<file path="config.mk">
export PLATFORM = sky130hd
export DESIGN_NAME = learn_ctrl
export DESIGN_NICKNAME = d
export VERILOG_FILES = /design/src/rtl/learn_ctrl.sv
export SDC_FILE = /design/constraint.sdc
export NUM_CORES = 1
export LEC_CHECK = 0
export CAP_MARGIN = 20
export CORE_UTILIZATION = 55
export DETAILED_ROUTE_END_ITERATION = 8
export HOLD_SLACK_MARGIN = 0.05
export PLACE_DENSITY = 0.88
export SETUP_SLACK_MARGIN = 0.02
export SYNTH_ARGS = -nofsm -noshare
export SYNTH_HDL_FRONTEND = slang
export SYNTH_SLANG_ARGS = --single-unit
</file>
<file path="constraint.sdc">
create_clock -name clk -period 3.2 [get_ports clk]
set_input_delay 0.64 -clock clk [delete_from_list [all_inputs] [get_ports clk]]
set_output_delay 0.64 -clock clk [all_outputs]
set_load 0.01 [all_outputs]
</file>
<file path="src/rtl/learn_ctrl.sv">
// learn_ctrl: learn-mode sequencer for the piano.
// Walks a song ROM by note index, highlights the note the player must press,
// waits for that key to be held for the note's full length, counts wrong or
// early-released presses, and reports when the song is finished.
//
// Ports:
//   clk, rst          - system clock, synchronous active-high reset
//   start             - one-cycle pulse, begins the song from index 0
//   abort             - level, returns to IDLE (err_cnt is kept)
//   key[4:0]          - decoded pressed note, 0 = no key
//   rom_music[4:0]    - note at cnt (combinational ROM), 0 = end of song
//   rom_interval[2:0] - note length in beats, 0 is treated as 1
//   cnt[5:0]          - ROM index
//   expect_note[4:0]  - note to highlight, 0 when not active
//   note_ok           - one-cycle pulse when a note is completed
//   wrong             - one-cycle pulse on a wrong press or early release
//   err_cnt[7:0]      - saturating count of wrong presses
//   busy              - high in every state except IDLE and DONE
//   done              - high in DONE until the next start or rst
module learn_ctrl #(
  parameter int BEAT_CYCLES = 25_000_000
) (
  input  logic       clk,
  input  logic       rst,
  input  logic       start,
  input  logic       abort,
  input  logic [4:0] key,
  input  logic [4:0] rom_music,
  input  logic [2:0] rom_interval,
  output logic [5:0] cnt,
  output logic [4:0] expect_note,
  output logic       note_ok,
  output logic       wrong,
  output logic [7:0] err_cnt,
  output logic       busy,
  output logic       done
);

  // A one-cycle beat still needs a 1-bit counter to keep the logic legal.
  localparam int            BW        = (BEAT_CYCLES > 1) ? $clog2(BEAT_CYCLES) : 1;
  localparam logic [BW-1:0] BEAT_LAST = BW'(BEAT_CYCLES - 1);

  typedef enum logic [2:0] {
    IDLE,
    FETCH,
    WAIT_KEY,
    HOLD,
    RELEASE,
    DONE
  } state_t;

  state_t        state, state_nx;
  logic [4:0]    key_prev;
  logic [BW-1:0] beat, beat_nx;
  logic [2:0]    beats_left, beats_left_nx;
  logic [2:0]    interval, interval_nx;
  logic [5:0]    cnt_nx;
  logic [4:0]    expect_nx;
  logic          note_ok_nx, wrong_nx, busy_nx, done_nx;
  logic [7:0]    err_nx, err_inc;
  logic [2:0]    rom_len;
  logic          press;

  // A press is a 0 -> nonzero transition, so a key still held from the
  // previous note never counts as a fresh press.
  assign press   = (key_prev == 5'd0) && (key != 5'd0);
  assign err_inc = (err_cnt == 8'hFF) ? err_cnt : err_cnt + 8'd1;
  assign rom_len = (rom_interval == 3'd0) ? 3'd1 : rom_interval;

  // NOTE: every signal written here gets a default first, so no path can
  // leave it unassigned and infer a latch.
  always_comb begin
    state_nx      = state;
    cnt_nx        = cnt;
    expect_nx     = expect_note;
    err_nx        = err_cnt;
    beat_nx       = beat;
    beats_left_nx = beats_left;
    interval_nx   = interval;
    note_ok_nx    = 1'b0;
    wrong_nx      = 1'b0;

    if (abort) begin
      state_nx  = IDLE;
      cnt_nx    = 6'd0;
      expect_nx = 5'd0;
    end else begin
      unique case (state)
        IDLE, DONE: begin
          if (start) begin
            cnt_nx   = 6'd0;
            err_nx   = 8'd0;
            state_nx = FETCH;
          end
        end

        FETCH: begin
          if (rom_music == 5'd0) begin
            expect_nx = 5'd0;
            state_nx  = DONE;
          end else begin
            expect_nx     = rom_music;
            interval_nx   = rom_len;
            beats_left_nx = rom_len;
            state_nx      = WAIT_KEY;
          end
        end

        WAIT_KEY: begin
          if (press) begin
            if (key == expect_note) begin
              beat_nx  = '0;
              state_nx = HOLD;
            end else begin
              wrong_nx = 1'b1;
              err_nx   = err_inc;
            end
          end
        end

        HOLD: begin
          // Completion is checked before the key so a release on the very
          // cycle the last beat expires still counts as a finished note.
          if (beats_left == 3'd0) begin
            note_ok_nx = 1'b1;
            state_nx   = RELEASE;
          end else if (key != expect_note) begin
            wrong_nx      = 1'b1;
            err_nx        = err_inc;
            beats_left_nx = interval;
            state_nx      = WAIT_KEY;
          end else if (beat == BEAT_LAST) begin
            beat_nx       = '0;
            beats_left_nx = beats_left - 3'd1;
          end else begin
            beat_nx = beat + 1'b1;
          end
        end

        RELEASE: begin
          if (key == 5'd0) begin
            if (cnt == 6'd63) begin
              expect_nx = 5'd0;
              state_nx  = DONE;
            end else begin
              cnt_nx   = cnt + 6'd1;
              state_nx = FETCH;
            end
          end
        end

        default: state_nx = IDLE;
      endcase
    end

    busy_nx = (state_nx != IDLE) && (state_nx != DONE);
    done_nx = (state_nx == DONE);
  end

  // NOTE: sequential state uses non-blocking assignments so every register
  // samples the pre-edge values regardless of statement order.
  always_ff @(posedge clk) begin
    if (rst) begin
      state       <= IDLE;
      key_prev    <= 5'd0;
      beat        <= '0;
      beats_left  <= 3'd0;
      interval    <= 3'd0;
      cnt         <= 6'd0;
      expect_note <= 5'd0;
      note_ok     <= 1'b0;
      wrong       <= 1'b0;
      err_cnt     <= 8'd0;
      busy        <= 1'b0;
      done        <= 1'b0;
    end else begin
      state       <= state_nx;
      key_prev    <= key;
      beat        <= beat_nx;
      beats_left  <= beats_left_nx;
      interval    <= interval_nx;
      cnt         <= cnt_nx;
      expect_note <= expect_nx;
      note_ok     <= note_ok_nx;
      wrong       <= wrong_nx;
      err_cnt     <= err_nx;
      busy        <= busy_nx;
      done        <= done_nx;
    end
  end

endmodule

</file>
==> results of run 1 <==
-- sequential cells by signal (all words and copies together), names as in the netlist --
| name | flops |
|---|---|
| beats_left | 3 |
| key_prev | 5 |
| wrong | 1 |
| note_ok | 1 |
| state | 3 |
| done | 1 |
| err_cnt | 8 |
| expect_note | 5 |
| interval | 3 |
| cnt | 6 |
| busy | 1 |
| beat | 25 |
-- stage by stage --
stage | util (%) | instance area, um^2 | instances
after floorplan | - | 3190 | 387
after global placement | 66.2 | 3670 | 492
after detailed placement | 66.2 | 3670 | 492
after CTS | 70.1 | 3880 | 508
after global routing | 70.1 | 3880 | 508
final | 70.1 | 3880 | 508
-- kinds of logic (layout without fill, tap and decap cells) --
kind of cell               Yosys count  count (layout)  synth area share, %
xor gates and xnor gates            27              27                 7.42
AOI/OAI and AO/OA                   62              62                 14.2
and+or+nand+nor                    201             201                 32.6
muxes                                4               4                 1.26
buffers and inverters               26              75                 3.54
DFF                                 62              62                 39.0
adders and majority gates            5               5                 1.96
-- cell type report --
cell class | instances | area [um^2] | area share, %
clock buffer | 12 | 145 | 3.74
clock inverter | 4 | 70.1 | 1.80
inverter | 9 | 33.8 | 0.870
multi-input combinational | 299 | 1830 | 47.1
sequential | 62 | 1240 | 31.9
tap | 72 | 90.1 | 2.32
timing repair buffer | 50 | 473 | 12.2
-- power groups by stage --
stage | clock network [mW] | logic, mW | registers [mW]
CTS | 0.766 | 0.141 | 0.793
finish | 0.757 | 0.143 | 0.794
global placement | 0 | 0.135 | 0.810
floorplan | 0 | 0.0856 | 0.808
detailed placement | 0 | 0.139 | 0.810
global route | 0.797 | 0.155 | 0.795
-- critical path, stage by stage --
cell and delay [ps]:
clkdlybuf4s50_1 450, nor2b_1 160, a2111oi_1 480, and3_1 370, buf_4 190, nor3_1 40
or3_1 370, a221oi_1 340
-- cells in the mapped netlist, types with 2 or more instances --
master | number | area (um^2)
nor2_1 | 64 | 240
dfxtp_1 | 62 | 1240
nand2_1 | 27 | 101
xor2_1 | 24 | 210
nand3_1 | 20 | 100
nand4_1 | 18 | 113
a21oi_1 | 14 | 70.1
and3_1 | 13 | 81.3
nor2b_1 | 12 | 75.1
o21ai_0 | 12 | 60.1
nor3_1 | 11 | 55.1
inv_1 | 9 | 33.8
nand2b_1 | 7 | 43.8
or3_1 | 7 | 43.8
buf_2 | 6 | 30.0
a22oi_1 | 5 | 37.5
buf_1 | 5 | 18.8
clkbuf_1 | 5 | 18.8
ha_1 | 5 | 62.6
and4_1 | 4 | 35.0
mux2i_1 | 4 | 40.0
nor4_1 | 4 | 25.0
a211oi_1 | 3 | 22.5
a31oi_1 | 3 | 18.8
o211ai_1 | 3 | 22.5
xnor2_1 | 3 | 26.3
a211o_1 | 2 | 17.5
a311oi_1 | 2 | 17.5
a41oi_1 | 2 | 17.5
and2_1 | 2 | 12.5
nand3b_1 | 2 | 15.0
nand4b_1 | 2 | 17.5
or4_1 | 2 | 15.0
-- layout by cell type, fill, tap and decap left out, drive strengths merged, types with 12 or more instances in the layout --
| cell | netlist | final |
|---|---|---|
| nor2b | 12 | 12 |
| o21ai | 12 | 12 |
| nand2 | 27 | 27 |
| clkbuf | 5 | 12 |
| nor2 | 64 | 64 |
| and3 | 13 | 13 |
| nand3 | 21 | 21 |
| a21oi | 15 | 15 |
| xor2 | 24 | 24 |
| clkdlybuf4s50 | 0 | 39 |
| dfxtp | 62 | 62 |
| nand4 | 19 | 19 |
-- layer usage --
layer | GRT usage (%) | wire length (um) | up-vias
li1 | - | - | 1478
met3 | 5.93 | 414 | 14
met1 | 34.0 | 3480 | 1417
met2 | 42.6 | 3580 | 81
met5 | 0 | 0 | -
met4 | 11.7 | 142 | 0
-- worst max-delay path by stage --
stage | startpoint | end | slack, ps | cells after the start
final | key[4] | beats_left[0] | 370 | 8
after global routing | key[3] | beats_left[0] | 290 | 8
after CTS | key[4] | beats_left[0] | 360 | 8
after detailed placement | key[0] | beat[10] | 140 | 8
after global placement | key[4] | beats_left[0] | 180 | 8
after floorplan | key[4] | beat[14] | 780 | 7
==> flow_summary.ini, run 1 <==
[floorplanning]
initial_utilization_pct = 57.5
die-area_mm2 = 0.00610
core_mm2 = 0.00554
fp-row-count = 27
dieWidth_um = 78.1
die_h_um = 78.1
io_pins = 40

[timing]
rsz0062_at_grt = no
fin_crit_sh_pct = 88.5
setup_ws_ps = 369
finalClockSkew_ps = 8.59
hold_viol = 0
fin_crit_ps = 2830
tightest_slew_ps = 691
hold_slack_ps = 511
finalSetupTns_ps = 0
slew_viol_final = 0
slew_headroom_pct = 53.8
setup_violations = 0
fmax_mhz = 353

[clock_network]
cts_max_level = 3
clockBufferDepth = 2
clock-sinks = 62
cts_root_buf = clkbuf_8
hold_buffers = 0
clkTransAtPathRegs_ps = 70
cts-resized-gates = 0
numCtsBuffers = 9
clk_latency_ps = 340
postCtsSetupBuffers = 0
cts_tree = done

[setup_path]
r2r_cells = 7
crit_fanout = 6
critPathKind = in -> reg
start_kind = input pin
r2r_setup_slack_ps = 710
r2r-start = key_prev[0]
arrival_ps = 3050
cp.required_ps = 3420
end_kind = flop
reg2reg_to = beat[10]

[power]
internal_power_mw = 1.30
p_sw_mw = 0.391
p_per_area_mw_per_mm2 = 436
ir_worst_vdd_v = 0.000333
combPwrFrac_pct = 8.4
leakagePower_nw = 1.39
sw_frac_of_total_pct = 23.1
p_seq_share_pct = 46.9
finalPower_mw = 1.69
clkPwrFrac_pct = 44.7

[synthesis]
syn_area_mm2 = 0.00319
synth-seq-area-share_pct = 39.0
synthArstFlopShare_pct = 0
yosysWarningCount = 0
ys_seq_elements = 62
synth_edf_count = 0
yosysUniqueCellTypes = 56
synth_area_per_cell_um2 = 8.23
synth_cells = 387
syn-num-nets = 409
synth_flop_cell = dfxtp_1

[detailed_routing]
antenna_left = 0
routed_wl_um = 7610
dr_total_vias = 2990
drtIter0Drc = 217
first_pass_iters = 4
remaining_drc_errors = 0
wl_per_cell_um = 15.0
via_per_inst = 5.89

[status]
status = finished clean

[flow_run]
drv_cap = 0

[global_routing]
antenna_found_initial = 0
first_global_vias = 2820
grt_max_degree = 21
grt_pass1_wl_um = 12900
gr-total-overflow = 0
grt_usage_pct = 26.5

[placed_design]
hpwl_um = 5280
place.gp.congestion = 0.872
io_buffers = 39
place_ws_ps = 143

[min_path]
holdPathEnd = cnt[5]
min-delay-path-class = reg -> reg
hp-start = cnt[5]
hold_depth = 2

[finish]
areaGrowthSynthToFinish_pct = 22.0
layout.nets = 453
n_fill_cell = 434
drive_above_1_share_pct = 8.03
n_antenna_cell = 0
No activity file was read; power rests on OpenSTA's default activity.
==> inputs of run 2 (changes only) <==
--- a/config.mk
+++ b/config.mk
@@ -5,6 +5,7 @@
 export SDC_FILE = /design/constraint.sdc
 export NUM_CORES = 1
 export LEC_CHECK = 0
+export ABC_CLOCK_PERIOD_IN_PS = 3200
 export CAP_MARGIN = 20
 export CORE_UTILIZATION = 55
 export DETAILED_ROUTE_END_ITERATION = 8
==> results of run 2 <==
Same layout as run 1: the final DEF is identical, and so are final timing and power.
